`config.mk`:
```
export PLATFORM = sky130hd
export DESIGN_NAME = instr_encoder
export DESIGN_NICKNAME = d
export VERILOG_FILES = /design/src/rtl/instr_encoder.sv
export SDC_FILE = /design/constraint.sdc
export NUM_CORES = 1
export LEC_CHECK = 0
export CORE_MARGIN = 5
export CORE_UTILIZATION = 30
export DETAILED_ROUTE_END_ITERATION = 12
export HOLD_SLACK_MARGIN = 0.03
export PLACE_DENSITY = 0.62
export SYNTH_ARGS = -nofsm -noshare
export SYNTH_HDL_FRONTEND = slang
export SYNTH_SLANG_ARGS = --single-unit
```
`constraint.sdc`:
```
create_clock -name clk_i -period 2.56 [get_ports clk_i]
set_input_delay 0.256 -clock clk_i [delete_from_list [all_inputs] [get_ports clk_i]]
set_output_delay 0.256 -clock clk_i [all_outputs]
set_load 0.03 [all_outputs]
```
`src/rtl/instr_encoder.sv`:
```
// Encodes instruction commands into 32-bit MIPS words and streams them into
// instruction memory through a registered write port, padding the tail with NOPs.
module instr_encoder #(
    parameter int unsigned DEPTH    = 256,
    parameter logic [31:0] BASE     = 32'h0000_0000,
    parameter int unsigned PAD_NOPS = 4,
    localparam int unsigned IW      = $clog2(DEPTH) + 1
) (
    input  logic          clk_i,
    input  logic          rst_i,
    input  logic          start_i,
    input  logic          cmd_valid_i,
    output logic          cmd_ready_o,
    input  logic [2:0]    cmd_kind_i,
    input  logic [4:0]    cmd_rs_i,
    input  logic [4:0]    cmd_rt_i,
    input  logic [4:0]    cmd_rd_i,
    input  logic [5:0]    cmd_funct_i,
    input  logic [15:0]   cmd_imm_i,
    input  logic [25:0]   cmd_target_i,
    input  logic          cmd_last_i,
    output logic          imem_we_o,
    output logic [31:0]   imem_addr_o,
    output logic [31:0]   imem_wdata_o,
    output logic [IW-1:0] words_o,
    output logic          busy_o,
    output logic          done_o,
    output logic          err_o,
    output logic          ovf_o
);
    localparam int unsigned   PW      = $clog2(PAD_NOPS + 2);
    localparam logic [IW-1:0] DEPTH_C = IW'(DEPTH);
    localparam logic [PW-1:0] PAD_C   = PW'(PAD_NOPS);

    typedef enum logic [1:0] {S_IDLE, S_LOAD, S_FLUSH, S_DONE} state_t;

    state_t        state_q, state_d;
    logic [IW-1:0] idx_q, idx_d;
    logic [PW-1:0] pad_q, pad_d;
    logic          we_q, we_d;
    logic [31:0]   addr_q, addr_d;
    logic [31:0]   wdata_q, wdata_d;
    logic          err_q, err_d;
    logic          ovf_q, ovf_d;

    logic [31:0] enc;
    logic        legal;
    logic [31:0] cur_addr;
    logic        accept;

    always_comb begin
        legal = 1'b1;
        enc   = 32'h0;
        case (cmd_kind_i)
            3'd0:    enc = {6'b000000, cmd_rs_i, cmd_rt_i, cmd_rd_i, 5'b0, cmd_funct_i};
            3'd1:    enc = {6'b001000, cmd_rs_i, cmd_rt_i, cmd_imm_i};
            3'd2:    enc = {6'b101011, cmd_rs_i, cmd_rt_i, cmd_imm_i};
            3'd3:    enc = {6'b100011, cmd_rs_i, cmd_rt_i, cmd_imm_i};
            3'd4:    enc = {6'b000010, cmd_target_i};
            3'd5:    enc = {6'b000100, cmd_rs_i, cmd_rt_i, cmd_imm_i};
            default: legal = 1'b0;
        endcase
    end

    assign cmd_ready_o = (state_q == S_LOAD) && (idx_q < DEPTH_C);
    assign accept      = cmd_valid_i && cmd_ready_o;
    assign cur_addr    = BASE + (32'(idx_q) << 2);

    always_comb begin
        state_d = state_q;
        idx_d   = idx_q;
        pad_d   = pad_q;
        we_d    = 1'b0;
        addr_d  = addr_q;
        wdata_d = wdata_q;
        err_d   = err_q;
        ovf_d   = ovf_q;
        case (state_q)
            S_IDLE, S_DONE: begin
                if (start_i) begin
                    state_d = S_LOAD;
                    idx_d   = '0;
                    pad_d   = '0;
                    err_d   = 1'b0;
                    ovf_d   = 1'b0;
                end
            end
            S_LOAD: begin
                if (accept) begin
                    if (legal) begin
                        we_d    = 1'b1;
                        addr_d  = cur_addr;
                        wdata_d = enc;
                        idx_d   = idx_q + IW'(1);
                        if (!cmd_last_i && (idx_q + IW'(1) == DEPTH_C)) begin
                            state_d = S_DONE;
                            ovf_d   = 1'b1;
                        end
                    end else begin
                        err_d = 1'b1;
                    end
                    if (cmd_last_i) begin
                        state_d = S_FLUSH;
                        pad_d   = '0;
                    end
                end
            end
            S_FLUSH: begin
                // Leave only once nothing is left to write, so done_o trails the last write.
                if ((pad_q < PAD_C) && (idx_q < DEPTH_C)) begin
                    we_d    = 1'b1;
                    addr_d  = cur_addr;
                    wdata_d = 32'h0;
                    idx_d   = idx_q + IW'(1);
                    pad_d   = pad_q + PW'(1);
                end else begin
                    state_d = S_DONE;
                end
            end
            default: state_d = S_IDLE;
        endcase
    end

    always_ff @(posedge clk_i) begin
        if (rst_i) begin
            state_q <= S_IDLE;
            idx_q   <= '0;
            pad_q   <= '0;
            we_q    <= 1'b0;
            addr_q  <= 32'h0;
            wdata_q <= 32'h0;
            err_q   <= 1'b0;
            ovf_q   <= 1'b0;
        end else begin
            state_q <= state_d;
            idx_q   <= idx_d;
            pad_q   <= pad_d;
            we_q    <= we_d;
            addr_q  <= addr_d;
            wdata_q <= wdata_d;
            err_q   <= err_d;
            ovf_q   <= ovf_d;
        end
    end

    // Every written word, NOPs included, advances the index, so it doubles as the word count.
    assign words_o      = idx_q;
    assign imem_we_o    = we_q;
    assign imem_addr_o  = addr_q;
    assign imem_wdata_o = wdata_q;
    assign busy_o       = (state_q == S_LOAD) || (state_q == S_FLUSH);
    assign done_o       = (state_q == S_DONE);
    assign err_o        = err_q;
    assign ovf_o        = ovf_q;
endmodule

```
# After elaboration in Yosys (flattened, before gate mapping)

Index checks and enable logic that the tools add are counted.

Flip-flop bits (word level): 81
Input bits: 71
Word-level logic and storage cells: 88

$add $sub $neg: 2
$lt $le $gt $ge: 2
Eq/ne operators: 19
Muxes and demuxes: 39
Reductions and logical operators: 18

Operators by type and width:

| cell                                                             | number |
|---|---|
| 32-bit 2-to-1 mux                                                | 6 |
| 32-bit one-hot mux with 6 select lines                           | 1 |
| 32-bit one-hot mux with 2 select lines                           | 2 |
| 9-bit 2-to-1 mux                                                 | 4 |
| 9-bit one-hot mux with 3 select lines                            | 1 |
| 4-bit AND reduction                                              | 4 |
| 2-bit != test (second input constant)                            | 7 |
| 2-bit 2-to-1 mux                                                 | 6 |
| 3-bit 2-to-1 mux                                                 | 4 |
| 1-bit 2-to-1 mux                                                 | 10 |
| 5-bit AND reduction                                              | 2 |
| 9-bit by 1-bit adder with 9-bit output (second input constant)   | 1 |
| 9-bit == test (second input constant)                            | 1 |
| 9-bit < comparator (second input constant)                       | 1 |
| 3-bit one-hot mux with 3 select lines                            | 1 |
| 3-bit by 2-bit == test with 1-bit output (second input constant) | 2 |
| 3-bit == test (second input constant)                            | 2 |
| 1-bit one-hot mux with 2 select lines                            | 3 |
| 2-bit one-hot mux with 3 select lines                            | 1 |
| 6-bit OR reduction                                               | 1 |
| 2-bit == test (second input constant)                            | 2 |
| 1-bit logical AND                                                | 4 |
| 2-bit nonzero test                                               | 2 |
| 3-bit by 1-bit adder with 3-bit output (second input constant)   | 1 |
| 11 further kinds                                                 | 11 |

# Longest topological paths before layout

Depth in word-level cells: 8
Mapped depth: 9

# Worst setup path after synthesis

Ideal clock, no wire load.

Kind: reg2reg
Start: register state_q[1]
End: register wdata_q[10], in the netlist imem_wdata_o[10]
Arrival time: 2250 ps
Setup slack: 245 ps
Cell stages (with the launch flop): 10
Buffers on the path: 2
Clock period less this slack: 2315 ps
Cell sequence: dfxtp_1 -> inv_1 -> ha_1 -> clkbuf_1 -> nor2b_1 -> nand3_1 -> nor2_1 -> clkbuf_1 -> a22oi_1 -> nor2_1

Cells in the longest elaborated chain, start to end: 5

Ends and longest elaborated chain:

| element                                  | RTL line | source |
|---|---|---|
| start: declaration                       | 37       | `state_t state_q, state_d;` |
| start signal: assignment                 | 135      | `state_q <= state_d;` |
| 2-bit by 1-bit == test with 1-bit output | 65       | `assign cmd_ready_o = (state_q == S_LOAD) && (idx_q < DEPTH_C);` |
| 1-bit logical AND                        | 65       |  |
| net cmd_ready_o                          | 13       | `output logic cmd_ready_o,` |
| 1-bit logical AND                        | 66       | `assign accept = cmd_valid_i && cmd_ready_o;` |
| 2-bit != test (no source line)           | --       |  |
| 4-bit AND reduction (no source line)     | --       |  |
| end signal: assignment                   | 140      | `wdata_q <= wdata_d;` |
| end: declaration                         | 42       | `logic [31:0] wdata_q, wdata_d;` |

The timed path passes the listed nets, and every way through them passes these cells.
A chain may end at the register's enable or synchronous reset.

# Worst setup path in the final report

Start: register state_q[0]
End: output port busy_o

Cells in the longest elaborated chain, start to end: 2

Ends and longest elaborated chain:

| element                                                                   | RTL line | source |
|---|---|---|
| 2-bit by 1-bit == test with 1-bit output or 2-bit == test (tied branches) | 151      | `assign busy_o = (state_q == S_LOAD) \|\| (state_q == S_FLUSH);` |
| 1-bit logical OR (*)                                                      | 151      |  |
| end: declaration                                                          | 26       | `output logic busy_o,` |

Mark *: on every way between the ends. The rest lies on a longest branch, timed or not.

==> key figures <==
Run
  – Max-cap viol count: 0

Place
  – GPL Wtd Cong: 0.8273
  – Post-DP Area: ~4400 µm²
  – Port Buffers: roughly 130
  – Post-DP HPWL: slightly above 7 mm

Yosys
  – Mapped cell area: approximately 3100 µm²
  – Number of synthesized flops with an enable pin: 0
  – Synth unique cells: 46
  – Top post-synthesis cells by area: dfxtp_1 (36%), a22oi_1 (10%), buf_4 (6.0%)
  – Post-Syn Instances: just under 400
  – Sequential share of the synthesized area: 0.3568
  – Cell taking the most area after synthesis: dfxtp_1
  – Ys flop type: dfxtp_1
  – Post-synth top area share: 0.3568
  – Avg Inst Size Synth: ~8 µm²
  – Ys async rst share: 0
  – Synthesis-stage register bit count: 56
  – Number of synthesis warnings: 0

Critical path
  – Top Family by Delay on Critical Path: buffers and inverters
  – CP arrival: 2.10 ns
  – Worst path cell trace: inv_1 -> ha_1 -> inv_1 -> clkdlybuf4s50_1
  – Worst Path Required: roughly 2.3 ns
  – CP most frequent cell: inv_1
  – Crit path kind: reg -> out
  – Slowest-stage cell, CP: clkdlybuf4s50_1
  – Crit Path Max Fanout: 8
  – Startpoint types: register
  – WP buf/inv: 3
  – Critical path capture point type: primary output
  – Max incr delay on CP: just over 0.7 ns

Pwr
  – Sequential power share: 0.334
  – Static Leak: approximately 1.7 nW
  – Switching share of power: 0.4422
  – Clock power frac: 0.175
  – Design Power: 2.988 mW
  – Int Pwr: roughly 1.7 mW
  – Max IR drop VDD: 381.3 µV
  – Combinational share of power: 0.491
  – Pwr/cell area: roughly 660 nW/µm²
  – Switch Pwr: approximately 1.3 mW

Timing
  – Clock Skews: 0.01745 ns
  – Setup TNS: 0 ns
  – Normalized max-slew margin: 0.2226
  – Endpoints failing hold: 0
  – WHS: approximately 0.23 ns
  – Max Clk Rate: roughly 430 MHz
  – Worst-margin pin slew: roughly 1.2 ns
  – Fin crit period: 2.352 ns
  – RSZ-0062 raised after global routing: no
  – Finish-stage setup viols: 0
  – Final worst-path cycle share: 0.9186
  – Pins Over Slew Limit: 0

Global routing
  – GRT Overall Usage: 0.1550
  – Number of global-route vias before repair: 3,283
  – First-pass GRT wire length: 16.31 mm
  – Largest net degree at the start of global routing: 46
  – Global route overflow: 0
  – Antenna violations before repair: 0

Cells and area
  – Finished Core Util: 0.4416
  – Register Area: ~1100 µm²
  – Post-route cell area: between 4000 and 5000 µm²
  – Multi-input gate area: about 1800 µm²
  – Share of layout cells above drive strength 1: 0.08023
  – Layout area overhead: 44.44%
  – # fillers: just over 1,000
  – Commonest non-fill, non-tap cell in the layout: clkdlybuf4s50_1
  – Most frequent cells in the layout: clkdlybuf4s50_1 (124), dfxtp_1 (56), nand2_1 (47)
  – Ant diodes: 0
  – Fin nets: 586

Clock tree
  – CTS Hold Bufs: 0
  – Resize count post-CTS: 0
  – Clk pin slew, worst setup/hold paths: 0.10 ns
  – Clk sink count: 56
  – Total CTS buffers: 5
  – Clock buffer depth: 2
  – CTS tree: done
  – Skew-Pair Late Insertion Delay: 0.33 ns
  – H-Tree Level Count: 2
  – Setup bufs post-CTS: 0
  – Clk root buf: clkbuf_8

Routing
  – Total number of vias: between 3,000 and 4,000
  – Post-route ant nets: 0
  – Drt pass-1 iters: 4
  – Routed vias/inst: 4.887
  – Post-Route WL: 9.683 mm
  – DR DRC count: 0
  – Avg WL per Cell: about 15 µm
  – Initial DRC count: approximately 160

Floorplanning
  – Num rows: 37
  – Top-level port count: 150
  – Initial Util: 0.3057
  – Core area: ~10,000 µm²
  – Die footprint: around 13,000 µm²
  – Die W: between 100 and 150 µm
  – Chip height: 112.3 µm

Worst hold path
  – Tightest Hold Check Type: in -> reg

Run status
  – Status: finished, final reports clean
-- power groups by stage --
stage	clock network, mW	logic [mW]	registers, mW
global placement	0	1.47	1.02
finish	0.524	1.47	0.998
CTS	0.536	1.48	1.00
floorplan	0	0.887	1.11
detailed placement	0	1.48	1.02
global route	0.578	1.62	1.01
-- worst register-to-register path, cell delays in order (launching register included) --
cell and delay (ns):
dfxtp_1 0.37, inv_1 0.08, ha_1 0.31, and2_1 0.24
o21ai_4 0.85, a22oi_1 0.22, nor2_1 0.16
-- routing by layer --
metal  global-route usage  vias up  share of wire
met5                    0        -              0
met4              0.02484        0         0.0065
met3              0.05822        6          0.097
met2               0.2674      107           0.48
met1               0.1875     1459           0.41
li1                     -     1590              -
-- registers in the layout, indices dropped and copies added (netlist names) --
register / cells
imem_addr_o: 9
imem_wdata_o: 30
state_q: 2
imem_we_o: 1
ovf_o: 1
pad_q: 3
words_o: 9
err_o: 1
-- cell families (layout without fill, tap and decap cells) --
group	after synthesis	after routing	synth area share
fa+ha+maj	5	5	0.01991
buf+inv	68	158	0.1115
simple gates	127	127	0.1868
xor+xnor	1	1	0.002788
mux	22	22	0.07447
compound gates	118	118	0.2465
flops	56	56	0.3568
other cells	1	24	0.001194
-- cell usage after synthesis (8+ instances only) --
master / number
a21oi_1: 19
a22oi_1: 43
buf_4: 25
clkbuf_1: 26
dfxtp_1: 56
inv_1: 14
mux2_2: 11
mux2i_1: 11
nand2_1: 47
nand3_1: 8
nor2_1: 40
o21ai_0: 22
o22ai_1: 10
-- through the flow --
step / instances / worst slack [ns]
floorplan: 421 / 0.2451
global placement: 639 / 0.2158
detailed placement: 639 / 0.1365
CTS: 647 / 0.1815
global route: 647 / 0.02952
finish: 647 / 0.2084
-- area by class of cell --
type | count | area share
inverter | 14 | 0.01158
sequential | 56 | 0.2470
clock inverter | 3 | 0.005790
clock buffer | 5 | 0.01516
multi-input combinational | 297 | 0.3901
timing repair buffer | 136 | 0.2928
tap | 136 | 0.03750
-- path summary, 6_finish.rpt --
path / startpoint / end / slack, ns / depth (start not counted)
max: state_q[0]$_SDFFE_PP0P_ / busy_o / 0.21 / 4
max reg2reg: state_q[0]$_SDFFE_PP0P_ / imem_wdata_o[17]$_SDFFE_PP0P_ / 0.28 / 6
min reg2reg: imem_wdata_o[28]$_SDFFE_PP0P_ / imem_wdata_o[28]$_SDFFE_PP0P_ / 0.46 / 2
min: rst_i / imem_addr_o[6]$_SDFFE_PP0P_ / 0.23 / 2
No activity file was read; power rests on OpenSTA's default activity.
